[src/rtl/exec_sequencer_if.sv]
// rtl/exec_sequencer_if.sv - sequencer <-> program memory / execution unit bundle
// The master side (host/bench) drives run, memory read data and unit feedback.
interface exec_sequencer_if;
  logic        run;
  logic [15:0] mem_data;
  logic [15:0] unit_done;
  logic        pc_inc_req;
  logic [7:0]  pc;
  logic [15:0] ir;
  logic [15:0] unit_start;
  logic        busy;
  logic        halted;
  logic [1:0]  fault;

  modport master (
    output run, mem_data, unit_done, pc_inc_req,
    input  pc, ir, unit_start, busy, halted, fault
  );

  modport slave (
    input  run, mem_data, unit_done, pc_inc_req,
    output pc, ir, unit_start, busy, halted, fault
  );
endinterface

[src/rtl/exec_sequencer.sv]
// rtl/exec_sequencer.sv - fetch/decode/dispatch sequencer for per-opcode execution units
// Every output comes straight from a flop; next values are formed in one combinational process.
module exec_sequencer #(
  parameter int          TIMEOUT   = 15,
  parameter logic [15:0] UNIT_MASK = 16'h003F,
  parameter logic [3:0]  HALT_OP   = 4'hF
) (
  input logic              clk,
  input logic              rst,
  exec_sequencer_if.slave  bus
);

  typedef enum logic [2:0] {
    S_IDLE,
    S_FETCH,
    S_DECODE,
    S_EXEC,
    S_NEXT,
    S_HALT
  } state_t;

  localparam logic [1:0] FAULT_NONE    = 2'b00;
  localparam logic [1:0] FAULT_ILLEGAL = 2'b01;
  localparam logic [1:0] FAULT_TIMEOUT = 2'b10;
  localparam logic [7:0] TIMEOUT_C     = 8'(TIMEOUT);

  state_t      state_q, state_d;
  logic [7:0]  pc_q, pc_d;
  logic [15:0] ir_q, ir_d;
  logic [15:0] start_q, start_d;
  logic        busy_q, busy_d;
  logic        halted_q, halted_d;
  logic [1:0]  fault_q, fault_d;
  logic [7:0]  wait_q, wait_d;
  logic [3:0]  opcode;

  assign opcode = ir_q[15:12];

  always_ff @(posedge clk or posedge rst) begin
    if (rst) begin
      state_q  <= S_IDLE;
      pc_q     <= 8'h00;
      ir_q     <= 16'h0000;
      start_q  <= 16'h0000;
      busy_q   <= 1'b0;
      halted_q <= 1'b0;
      fault_q  <= FAULT_NONE;
      wait_q   <= 8'h00;
    end else begin
      state_q  <= state_d;
      pc_q     <= pc_d;
      ir_q     <= ir_d;
      start_q  <= start_d;
      busy_q   <= busy_d;
      halted_q <= halted_d;
      fault_q  <= fault_d;
      wait_q   <= wait_d;
    end
  end

  always_comb begin
    state_d = state_q;
    pc_d    = pc_q;
    ir_d    = ir_q;
    start_d = 16'h0000;
    fault_d = fault_q;
    wait_d  = wait_q;

    case (state_q)
      S_IDLE: begin
        if (bus.run) state_d = S_FETCH;
      end
      S_FETCH: begin
        ir_d    = bus.mem_data;
        state_d = S_DECODE;
      end
      S_DECODE: begin
        if (opcode == HALT_OP) begin
          state_d = S_HALT;
        end else if (!UNIT_MASK[opcode]) begin
          state_d = S_HALT;
          fault_d = FAULT_ILLEGAL;
        end else begin
          start_d = 16'h0001 << opcode;
          wait_d  = 8'h00;
          state_d = S_EXEC;
        end
      end
      S_EXEC: begin
        // Operand-fetch advance is honoured on every EXEC cycle, including the done cycle.
        if (bus.pc_inc_req) pc_d = pc_q + 8'h01;
        if (bus.unit_done[opcode]) begin
          state_d = S_NEXT;
        end else begin
          wait_d = wait_q + 8'h01;
          if (wait_d == TIMEOUT_C) begin
            state_d = S_HALT;
            fault_d = FAULT_TIMEOUT;
          end
        end
      end
      S_NEXT: begin
        pc_d    = pc_q + 8'h01;
        state_d = bus.run ? S_FETCH : S_IDLE;
      end
      S_HALT: begin
        state_d = S_HALT;
      end
      default: begin
        state_d = S_IDLE;
      end
    endcase

    busy_d   = (state_d != S_IDLE) && (state_d != S_HALT);
    halted_d = (state_d == S_HALT);
  end

  assign bus.pc         = pc_q;
  assign bus.ir         = ir_q;
  assign bus.unit_start = start_q;
  assign bus.busy       = busy_q;
  assign bus.halted     = halted_q;
  assign bus.fault      = fault_q;

endmodule

[src/flat_wrapper.sv]
// flat-port wrapper written by rule: the top's interface ports become plain ports
module exec_sequencer_flat 
#(
  parameter int          TIMEOUT   = 15,
  parameter logic [15:0] UNIT_MASK = 16'h003F,
  parameter logic [3:0]  HALT_OP   = 4'hF
)
  (clk, rst, bus_run, bus_mem_data, bus_unit_done, bus_pc_inc_req, bus_pc, bus_ir, bus_unit_start, bus_busy, bus_halted, bus_fault);
  exec_sequencer_if bus_i ();
  input logic clk;
  input logic rst;
  input wire logic [$bits(bus_i.run)-1:0] bus_run;
  input wire logic [$bits(bus_i.mem_data)-1:0] bus_mem_data;
  input wire logic [$bits(bus_i.unit_done)-1:0] bus_unit_done;
  input wire logic [$bits(bus_i.pc_inc_req)-1:0] bus_pc_inc_req;
  output wire logic [$bits(bus_i.pc)-1:0] bus_pc;
  output wire logic [$bits(bus_i.ir)-1:0] bus_ir;
  output wire logic [$bits(bus_i.unit_start)-1:0] bus_unit_start;
  output wire logic [$bits(bus_i.busy)-1:0] bus_busy;
  output wire logic [$bits(bus_i.halted)-1:0] bus_halted;
  output wire logic [$bits(bus_i.fault)-1:0] bus_fault;
  assign bus_i.run = bus_run;
  assign bus_i.mem_data = bus_mem_data;
  assign bus_i.unit_done = bus_unit_done;
  assign bus_i.pc_inc_req = bus_pc_inc_req;
  assign bus_pc = bus_i.pc;
  assign bus_ir = bus_i.ir;
  assign bus_unit_start = bus_i.unit_start;
  assign bus_busy = bus_i.busy;
  assign bus_halted = bus_i.halted;
  assign bus_fault = bus_i.fault;
  exec_sequencer #(.TIMEOUT(TIMEOUT), .UNIT_MASK(UNIT_MASK), .HALT_OP(HALT_OP)) u_core (.clk(clk), .rst(rst), .bus(bus_i));
endmodule
[config.mk]
export PLATFORM = sky130hd
export DESIGN_NAME = exec_sequencer_flat
export DESIGN_NICKNAME = d
export VERILOG_FILES = /design/src/rtl/exec_sequencer_if.sv /design/src/rtl/exec_sequencer.sv /design/src/flat_wrapper.sv
export SDC_FILE = /design/constraint.sdc
export NUM_CORES = 1
export LEC_CHECK = 0
export CORE_MARGIN = 8
export CORE_UTILIZATION = 41
export DETAILED_ROUTE_END_ITERATION = 8
export PLACE_DENSITY = 0.74
export SYNTH_ARGS = -nofsm -noshare
export SYNTH_HDL_FRONTEND = slang
export SYNTH_SLANG_ARGS = --single-unit
[constraint.sdc]
create_clock -name clk -period 2.2 [get_ports clk]
set_input_delay 0.33 -clock clk [delete_from_list [all_inputs] [get_ports clk]]
set_output_delay 0.33 -clock clk [all_outputs]
set_load 0.01 [all_outputs]
# Word level (Yosys, flattened, before mapping)

Memories as Yosys holds them, arrays and structs flattened.
Cells that the tools add are included.

Register bits after elaboration: 55
Bits in read-only memories: 16
Input bits: 36
Output and inout port bits: 44
Logic and storage cells: 60
Memories kept: 1

Add/subtract/negate cells: 2
Magnitude comparators: 1
Eq/ne operators: 15
Shift-type cells: 1
Multiplexer cells: 24
Reductions and logical operators: 8

Memory list:

| memory           | depth | width | rd ports | clocked after Yosys merged registers in | write ports | line                 | source |
|---|---|---|---|---|---|---|---|
| (name not given) | 16    | 1     | 1        | 0                                       | 0           | exec_sequencer.sv:80 | `end else if (!UNIT_MASK[opcode]) begin` |

Operators with widths:

| cell                   | count |
|---|---|
| $mux W16               | 3 |
| $mux W8                | 4 |
| $pmux W8 S2            | 2 |
| $pmux W3 S6            | 1 |
| $add A8 B1 Y8 const B  | 2 |
| $shl A1 B4 Y16 const A | 1 |
| $mux W3                | 5 |
| $eq A3 B3 Y1 const B   | 3 |
| $eq A8 B4 Y1 const B   | 1 |
| $mux W2                | 4 |
| $ne A2 B2 Y1 const B   | 4 |
| $eq A3 B2 Y1 const B   | 2 |
| $lt A4 B5 Y1 const B   | 1 |
| $reduce_and A5 Y1      | 1 |
| $bmux W1 S4            | 1 |
| $eq A4 B4 Y1 const B   | 1 |
| $ne A2 B1 Y1 const B   | 2 |
| $pmux W2 S2            | 1 |
| $reduce_and A4 Y1      | 1 |
| $reduce_bool A2 Y1     | 2 |
| $eq A3 B1 Y1 const B   | 1 |
| $logic_not A3 Y1       | 1 |
| $mux W1                | 3 |
| $ne A3 B3 Y1 const B   | 1 |
| 3 further kinds        | 3 |

# Depth between registers and ports, before layout

Gate-level depths: netlist of the first run.

Depth after elaboration: 7
Mapped depth: 7
Depth with buffers taken out: 7

# Least setup slack after synthesis of the first run

No wires, ideal clock.

Kind: reg-to-reg
From: reg u_core.ir_q[14] (netlist: u_core.bus.ir[14])
To: reg u_core.halted_q (netlist: u_core.bus.halted)
Setup time: 0.080 ns
Data arrival time: 2.225 ns
Required time: 2.120 ns
Slack: -0.105 ns
Cell stages (with the launch flop): 8
Path buffers: 2
Period minus slack after synthesis: 2.305 ns
Cells stage by stage: dfrtp_1 buf_6 mux4_2 mux4_2 buf_6 and2_4 o31ai_4 nor3b_2

Elaborated cells on any way between the ends: 10
Classes of those cells: eq/ne (2); mux (7); memory (1)

RTL lines:

| what                          | line                  | source |
|---|---|---|
| from (decl)                   | exec_sequencer.sv:29  | `logic [15:0] ir_q, ir_d;` |
| from (signal assigned)        | exec_sequencer.sv:52  | `ir_q <= ir_d;` |
| $bmux W1 S4                   | exec_sequencer.sv:92  | `if (bus.unit_done[opcode]) begin` |
| $mux W1 (not written as such) | exec_sequencer.sv:92  |  |
| $mux W3                       | exec_sequencer.sv:92  |  |
| $pmux W3 S6 (*)               | exec_sequencer.sv:69  | `case (state_q)` |
| via u_core.state_d[0]         | exec_sequencer.sv:27  | `state_t state_q, state_d;` |
| $eq A3 B3 Y1 (*)              | exec_sequencer.sv:115 | `halted_d = (state_d == S_HALT);` |
| via u_core.halted_d           | exec_sequencer.sv:32  | `logic halted_q, halted_d;` |
| to (signal assigned)          | exec_sequencer.sv:55  | `halted_q <= halted_d;` |
| to (decl)                     | exec_sequencer.sv:32  |  |

The timed path passes the listed nets; every way through them passes the cells marked *. The select of a mux whose other input is x is not followed.
A chain may end at the register's enable or synchronous reset.

# Worst setup path in the final report of the first run

From: reg u_core.ir_q[14] (netlist: u_core.bus.ir[14])
To: reg u_core.wait_q[3]

Cells in the longest elaborated chain, start to end: 4
Elaborated cells on any way between the ends: 9
Classes of those cells: eq/ne (4); mux (3); reduce/logical (1); memory (1)

RTL lines:

| what                                                                 | line                                       | source |
|---|---|---|
| $mem_v2 Z16 W1 / $bmux W1 S4 (equally long branches)                 | n/a                                        |  |
| $mux W1, on equally long branches                                    | exec_sequencer.sv:80, exec_sequencer.sv:92 |  |
| $ne A2 B1 Y1 (no source line) / $ne A2 B2 Y1 (equally long branches) | n/a                                        |  |
| $reduce_and A4 Y1 (no source line) (*)                               | n/a                                        |  |
| to (signal assigned)                                                 | exec_sequencer.sv:57                       | `wait_q <= wait_d;` |
| to (decl)                                                            | exec_sequencer.sv:34                       | `logic [7:0] wait_q, wait_d;` |

Mark *: on every way between the ends. The rest lies on a longest branch, timed or not. The select of a mux whose other input is x is not followed.

==> metrics.yaml, run 1 <==
routing:
  wl_per_cell_um: 14.6
  firstDrtPassIters: 4
  drc: 0
  finalWirelength_mm: 5.53
  dr_total_vias: 1833
  first_iter_violations: 76
  viasPerCell: 4.84
  antenna_left: 0
timing:
  rsz0062_at_grt: "true"
  setup_viol: 2
  finalHoldViolations: 0
  fin_crit_ns: 2.28
  finalMaxSlewViolations: 0
  max_slew_margin_pct: 63.9
  max_freq_mhz: 438
  fin_crit_sh_pct: 104
  fin_skew_ns: 0.00393
  tightest_slew_ns: 0.542
  worst_slack_ns: -0.0813
  fin_setup_tns_ns: -0.101
  whs_ns: 0.314
setup_path:
  cp-start-kind: "register"
  worstPathRequired_ns: 2.40
  crit_path_end_kind: "register"
  slowest_stage: "mux4_2"
  crit_chain: "mux4_2 -> mux4_2 -> buf_4 -> nor2_4 -> nor2_1 -> a221o_1"
  path_common_cell: "mux4_2"
  crit_type: "reg -> reg"
  arrival_ns: 2.49
  cpPeakStageDelay_ns: 0.60
  crit_fanout: 8
finish:
  final.fill_count: 515
  area_growth_pct: 44.7
  drive_gt1_share_pct: 17.1
  fin_cells: 379
  fin_nets: 342
  antenna_cells: 0
synth:
  ys_seq_area_share_pct: 56.6
  yosysUniqueCellTypes: 42
  yosys_warnings: 0
  syn_area_per_cell_um2: 11.9
  syn-cell-area_um2: 2430
  synth-seq-cells: 55
  synth_cells: 204
clock_network:
  clkLatencyLatePin_ns: 0.31
  clockBufferDepth: 2
  cts_sinks: 55
  cts_tree: "built"
  clk_pin_slew_ns: 0.10
  htreeDepth: 2
  ctsRootBufferMaster: "clkbuf_8"
  cts_made_buffers: 5
outcome:
  violations: "setup timing"
  outcome: "complete, but fails checks"
die:
  die-area_um2: 8650
  die_w_um: 93.0
  ioPinCount: 80
  initial_core_util_pct: 41.8
  core_area_um2: 5820
  rows: 28
  dieHeight_um: 93.0
pwr:
  p_per_area_nw_per_um2: 1280
  peakVddDrop_v: 0.000676
  p_total_mw: 4.48
  power.leakage_nw: 1.47
hold_path:
  hold_class: "in -> async"
global_route:
  overflow: 0
  antenna_found_initial: 0
  first_global_vias: 1913
  grt_max_degree: 39
  track_usage_pct: 13.3
  grt_first_pass_wirelength_mm: 9.11
placed_design:
  hpwl_mm: 4.26
  dp_cells: 370
  place_ws_ns: -0.283
  portBuffers: 79
  gp_congestion: 0.797
flow_run:
  maxCapViolations: 0
-- layer usage --
metal | part of all wire, % | track usage (%) | up-vias
met4 | 2.0 | 5.64 | 0
met3 | 8.5 | 6.49 | 11
met2 | 48 | 21.5 | 50
met5 | 0 | 0 | -
li1 | - | - | 900
met1 | 42 | 14.7 | 872
-- worst max-delay path: cells and delay by family, from the launching register on --
family,cells,cell delay (ns)
mux,2,1.12
flops,1,0.46
compound gates,1,0.26
buf+inv,1,0.19
simple gates,2,0.15
-- report_power, final --
| group | internal (mW) | total, mW | switching (mW) |
|---|---|---|---|
| Sequential | 1.35 | 1.71 | 0.358 |
| Combinational | 1.25 | 2.18 | 0.939 |
| Clock | 0.236 | 0.587 | 0.351 |
-- cells in the final DEF (no fill, tap or decap), types with 3 or more instances in the layout --
master           instances
conb_1                  10
o21ai_0                  5
nor3_1                   6
clkdlybuf4s50_1         79
a21oi_1                  5
inv_1                    5
dfrtp_1                 54
nand2_1                 20
ha_1                     3
nand3_1                  6
xnor2_1                  7
clkbuf_8                 5
mux2_2                  17
mux4_2                   5
buf_4                   13
nor2_1                  18
nand2b_1                 6
-- stage by stage --
stage / area, um^2 / utilization [%]
after global routing: 3520 / 60.5
after detailed placement: 3410 / 58.7
after floorplan: 2470 / -
after CTS: 3500 / 60.2
after global placement: 3410 / 58.7
final: 3520 / 60.5
-- final timing paths --
kind / from / endpoint / slack (ns) / cells after the start
hold reg to reg: u_core.bus.pc[7] / u_core.bus.pc[7] / 0.48 / 1
max in group asynchronous: rst / u_core.bus.ir[14] / 1.34 / 3
hold / removal: rst / u_core.bus.ir[1] / 0.31 / 2
setup reg to reg: u_core.bus.ir[14] / u_core.wait_q[3] / -0.08 / 6
setup / recovery: u_core.bus.ir[14] / u_core.wait_q[3] / -0.08 / 6
min in group clk: u_core.bus.pc[7] / u_core.bus.pc[7] / 0.48 / 1
-- timing repair --
item                                    in CTS  in global routing
buffers inserted                             0                  1
hold buffers                                 0                  0
resized for setup                            2                  4
pin swaps                                    0                  2
endpoints found under the setup margin       6                 11
-- kinds of logic after synthesis --
kind of cell,synth area share [%]
compound gates,7.88
xor+xnor,3.24
fa+ha+maj,1.54
buf+inv,3.09
flops,56.6
mux,13.2
other cells,0.154
simple gates,14.2
-- registers in the layout, indices dropped and copies added (netlist names) --
register and flops:
u_core.bus.busy 1, u_core.bus.fault 2, u_core.bus.halted 1, u_core.bus.ir 16
u_core.bus.pc 8, u_core.bus.unit_start 16, u_core.state_q 3, u_core.wait_q 8
-- synthesized netlist by cell type --
cell / number / area share (%)
a211o_1: 1 / 0.36
a211oi_1: 2 / 0.62
a21boi_0: 1 / 0.31
a21oi_1: 5 / 1.0
a221o_1: 2 / 0.82
a22oi_1: 1 / 0.31
a31oi_1: 1 / 0.26
a32o_1: 1 / 0.41
a32oi_1: 1 / 0.36
and2_4: 1 / 0.36
and4_1: 1 / 0.36
buf_6: 2 / 0.93
clkbuf_1: 8 / 1.2
conb_1: 1 / 0.15
dfrtp_1: 55 / 57
ha_1: 3 / 1.5
inv_1: 6 / 0.93
mux2_2: 17 / 7.9
mux2i_1: 1 / 0.41
mux4_1: 2 / 2.2
mux4_2: 3 / 2.8
nand2_1: 20 / 3.1
nand2b_1: 6 / 1.5
nand3_1: 6 / 1.2
nand4_1: 2 / 0.51
nand4b_1: 1 / 0.36
nor2_1: 19 / 2.9
nor2b_1: 2 / 0.51
nor3_1: 7 / 1.4
nor3b_1: 1 / 0.31
nor3b_2: 1 / 0.51
nor4_1: 2 / 0.51
o21ai_0: 6 / 1.2
o22ai_1: 1 / 0.26
o311ai_0: 1 / 0.36
o31a_1: 1 / 0.36
o31ai_1: 1 / 0.31
o31ai_4: 1 / 0.88
or2_2: 1 / 0.26
or3_1: 1 / 0.26
xnor2_1: 7 / 2.5
xor2_1: 2 / 0.72
-- area by class of cell --
| class | count | area [um^2] | share of cell area [%] |
|---|---|---|---|
| Multi-Input combinational cell | 142 | 1020 | 28.9 |
| Inverter | 6 | 22.5 | 0.641 |
| Tap cell | 75 | 93.8 | 2.67 |
| Clock inverter | 3 | 27.5 | 0.783 |
| Timing Repair Buffer | 93 | 908 | 25.8 |
| Sequential cell | 55 | 1380 | 39.2 |
| Clock buffer | 5 | 68.8 | 1.96 |
No activity file was read; power rests on OpenSTA's default activity.
==> run 2, diff against run 1 <==
--- a/config.mk
+++ b/config.mk
@@ -9,6 +9,8 @@
 export CORE_UTILIZATION = 41
 export DETAILED_ROUTE_END_ITERATION = 8
 export PLACE_DENSITY = 0.74
+export SKIP_CTS_REPAIR_TIMING = 1
 export SYNTH_ARGS = -nofsm -noshare
 export SYNTH_HDL_FRONTEND = slang
 export SYNTH_SLANG_ARGS = --single-unit
+export TNS_END_PERCENT = 100
==> metrics.yaml, run 2 (same netlist as run 1, synthesis figures left out) <==
outcome:
  outcome: "complete, but fails checks"
  violations: "setup timing"
global_route:
  overflow: 0
  grt_max_degree: 39
  first_global_vias: 1901
  antenna_found_initial: 0
  track_usage_pct: 13.2
  grt_first_pass_wirelength_mm: 9.05
timing:
  whs_ns: 0.314
  setup_viol: 2
  tightest_slew_ns: 0.537
  worst_slack_ns: -0.0807
  fin_crit_sh_pct: 104
  finalHoldViolations: 0
  max_slew_margin_pct: 64.2
  rsz0062_at_grt: "true"
  max_freq_mhz: 438
  finalMaxSlewViolations: 0
  fin_skew_ns: 0.00419
  fin_crit_ns: 2.28
finish:
  final_common_cell: "clkdlybuf4s50_1"
  final_cell_mix: "clkdlybuf4s50_1 (79), dfrtp_1 (54), nand2_1 (20), nor2_1 (18), mux2_2 (17)"
  fin_cells: 379
  drive_gt1_share_pct: 17.1
  final.fill_count: 515
  seqCellArea_um2: 1380
  antenna_cells: 0
  multi_input_area_um2: 1020
  fin_nets: 342
  area_growth_pct: 44.7
placed_design:
  hpwl_mm: 4.26
  gp_congestion: 0.797
  portBuffers: 79
  dp_cells: 370
clock_network:
  ctsRootBufferMaster: "clkbuf_8"
  cts_sinks: 55
  htreeDepth: 2
  clockBufferDepth: 2
  cts_tree: "built"
  clk_pin_slew_ns: 0.10
  clkLatencyLatePin_ns: 0.31
  cts_made_buffers: 5
setup_path:
  crit_path_end_kind: "register"
  worstPathRequired_ns: 2.40
  arrival_ns: 2.48
  cp-start-kind: "register"
  crit_fanout: 8
  crit_type: "reg -> reg"
pwr:
  power.share.switching_pct: 36.7
  clkPwrFrac_pct: 13.1
  peakVddDrop_v: 0.000676
  p_per_area_nw_per_um2: 1270
  p_comb_share_pct: 48.7
  power.leakage_nw: 1.47
  p_seq_share_pct: 38.2
  switchingPower_mw: 1.65
  internal-power_mw: 2.84
hold_path:
  hold_class: "in -> async"
die:
  initial_core_util_pct: 41.8
  die-area_um2: 8650
  ioPinCount: 80
  die_w_um: 93.0
  rows: 28
  dieHeight_um: 93.0
  core_area_um2: 5820
routing:
  dr_total_vias: 1834
  viasPerCell: 4.84
  wl_per_cell_um: 14.5
  first_iter_violations: 60
  drc: 0
  finalWirelength_mm: 5.51
  firstDrtPassIters: 4
  antenna_left: 0
flow_run:
  maxCapViolations: 0
==> run 2: cell counts in the layout (fill, tap and decap cells not counted) <==
Identical to the previous run, type by type.
==> run 2: worst max-delay path: stages (launching register included) <==
cell and delay, ns:
dfrtp_2 0.46, mux4_2 0.51, mux4_2 0.60, buf_4 0.19, nor2_4 0.10, nor2_1 0.05
a221o_1 0.26
==> run 2: worst paths after layout <==
path / cells past startpoint / to / slack, ns / start
max in group asynchronous: 3 / u_core.bus.ir[14] / 1.34 / rst
worst max-delay path: 6 / u_core.wait_q[3] / -0.08 / u_core.bus.ir[14]
min in group clk: 1 / u_core.bus.pc[7] / 0.48 / u_core.bus.pc[7]
worst min-delay path: 2 / u_core.bus.ir[1] / 0.31 / rst
worst min register to register: 1 / u_core.bus.pc[7] / 0.48 / u_core.bus.pc[7]
worst max register to register: 6 / u_core.wait_q[3] / -0.08 / u_core.bus.ir[14]
==> run 2: stage by stage <==
step	TNS (ns)	total power, mW	area (um^2)	worst slack [ns]	utilization, %
2_1_floorplan	-0.0133	2.95	2470	-0.0133	-
3_3_place_gp	-2.31	3.83	3410	-0.251	58.7
3_5_place_dp	-2.81	3.87	3410	-0.283	58.7
4_1_cts	-0.160	4.48	3510	-0.0612	60.3
5_1_grt	-1.04	4.82	3520	-0.177	60.5
6_report	-0.0997	4.48	3520	-0.0807	60.5
==> run 2: area by class of cell <==
cell class | instances | area share (%)
repair buffers | 93 | 25.8
clock inverters | 3 | 0.783
well taps | 75 | 2.67
flip-flops and latches | 55 | 39.2
inverters | 6 | 0.641
multi-input cells | 142 | 28.9
clock buffers | 5 | 1.96
==> run 2: layer usage <==
metal  vias up  wire, um  GRT usage (%)
met5         -         0              0
met1       875      2270           14.4
met4         0       102           5.23
met2        48      2650           21.6
met3        11       493           6.65
li1        900         -              -
==> run 2: power groups by stage <==
stage | clock network [mW] | registers (mW) | logic (mW)
finish | 0.587 | 1.71 | 2.18
floorplan | 0 | 1.71 | 1.24
global placement | 0 | 1.71 | 2.12
detailed placement | 0 | 1.72 | 2.15
CTS | 0.611 | 1.71 | 2.16
global route | 0.646 | 1.78 | 2.39
==> run 3, diff against run 2 <==
--- a/config.mk
+++ b/config.mk
@@ -5,6 +5,7 @@
 export SDC_FILE = /design/constraint.sdc
 export NUM_CORES = 1
 export LEC_CHECK = 0
+export CORE_ASPECT_RATIO = 0.6
 export CORE_MARGIN = 8
 export CORE_UTILIZATION = 41
 export DETAILED_ROUTE_END_ITERATION = 8
==> metrics.yaml, run 3 (same netlist as run 1, synthesis figures left out) <==
clock_network:
  cts_sinks: 55
  cts_tree: "built"
  cts_made_buffers: 5
  clockBufferDepth: 2
  htreeDepth: 2
  clkLatencyLatePin_ns: 0.30
  clk_pin_slew_ns: 0.09
  ctsRootBufferMaster: "clkbuf_8"
outcome:
  violations: "setup timing"
  outcome: "complete, but fails checks"
placed_design:
  hpwl_mm: 4.60
  portBuffers: 79
  gp_congestion: 0.825
  dpl_cell_area_um2: 3450
  dp_cells: 381
  place_ws_ns: -0.325
timing:
  max_freq_mhz: 454
  finalHoldViolations: 0
  setup_viol: 1
  fin_crit_ns: 2.20
  fin_crit_sh_pct: 100
  rsz0062_at_grt: "true"
  fin_setup_tns_ns: -0.00342
  worst_slack_ns: -0.00342
  whs_ns: 0.346
  finalMaxSlewViolations: 0
  fin_skew_ns: 0.0114
routing:
  dr_total_vias: 1916
  finalWirelength_mm: 5.96
  met3_length_um: 777
  viasPerCell: 4.89
  wl_met2_mm: 2.49
  met1_length_mm: 2.65
  first_iter_violations: 82
  drc: 0
  antenna_left: 0
  firstDrtPassIters: 4
  wl_per_cell_um: 15.2
  top_layer_used: "met4"
setup_path:
  cp-start-kind: "register"
  worstPathRequired_ns: 2.42
  r2r_cells: 5
  crit_fanout: 5
  arrival_ns: 2.42
  rrSetupSlack_ns: -0.003
  crit_type: "reg -> reg"
  crit_path_end_kind: "register"
finish:
  fin_cells: 392
  final.fill_count: 447
  fin_util_pct: 63.7
  antenna_cells: 0
  area_growth_pct: 48.0
  seqCellArea_um2: 1380
  final_cell_mix: "clkdlybuf4s50_1 (79), dfrtp_1 (54), nand2_1 (20), buf_4 (20)"
  drive_gt1_share_pct: 19.6
  multi_input_area_um2: 1050
  postLayoutCellArea_um2: 3600
  fin_nets: 350
  final_common_cell: "clkdlybuf4s50_1"
global_route:
  grt_max_degree: 25
  antenna_found_initial: 0
  track_usage_pct: 14.0
  grt_first_pass_wirelength_mm: 9.43
  overflow: 0
  first_global_vias: 1872
pwr:
  p_total_mw: 4.69
  peakVddDrop_v: 0.000693
  p_per_area_nw_per_um2: 1300
  power.leakage_nw: 1.52
hold_path:
  hold_class: "in -> async"
die:
  die_w_um: 115
  core_area_um2: 5650
  die-area_um2: 8730
  dieHeight_um: 75.6
  initial_core_util_pct: 43.0
  rows: 21
  ioPinCount: 80
flow_run:
  maxCapViolations: 0
-- run 3: path summary, 6_finish.rpt --
path / startpoint / end
setup / recovery: u_core.bus.ir[14] / u_core.bus.halted
max in group asynchronous: rst / u_core.bus.ir[14]
setup reg to reg: u_core.bus.ir[14] / u_core.bus.halted
hold / removal: rst / u_core.bus.unit_start[13]
hold reg to reg: u_core.bus.pc[7] / u_core.bus.pc[7]
min in group clk: u_core.bus.pc[7] / u_core.bus.pc[7]
-- run 3: report_power, final --
group | internal [mW] | switching, mW | total [mW]
Combinational | 1.37 | 1.04 | 2.41
Sequential | 1.36 | 0.359 | 1.71
Clock | 0.258 | 0.309 | 0.567
Total | 2.98 | 1.71 | 4.69
-- run 3: area by class of cell --
cell class	count	area share, %
clock buffers	7	2.40
clock inverters	1	0.244
inverters	6	0.626
multi-input cells	143	29.2
flip-flops and latches	55	38.3
well taps	80	2.78
repair buffers	100	26.5
-- run 3: critical path, cell delays in order, from the launching register on --
cell	delay, ns
dfrtp_2	0.45
mux4_2	0.54
mux4_2	0.55
and2_4	0.19
o31ai_4	0.18
nor3b_2	0.20
-- run 3: layer usage --
| metal | vias to the layer above | GRT usage (%) |
|---|---|---|
| met5 | - | 0 |
| met4 | 0 | 3.03 |
| met3 | 4 | 8.54 |
| met2 | 67 | 19.3 |
| met1 | 929 | 18.1 |
| li1 | 916 | - |
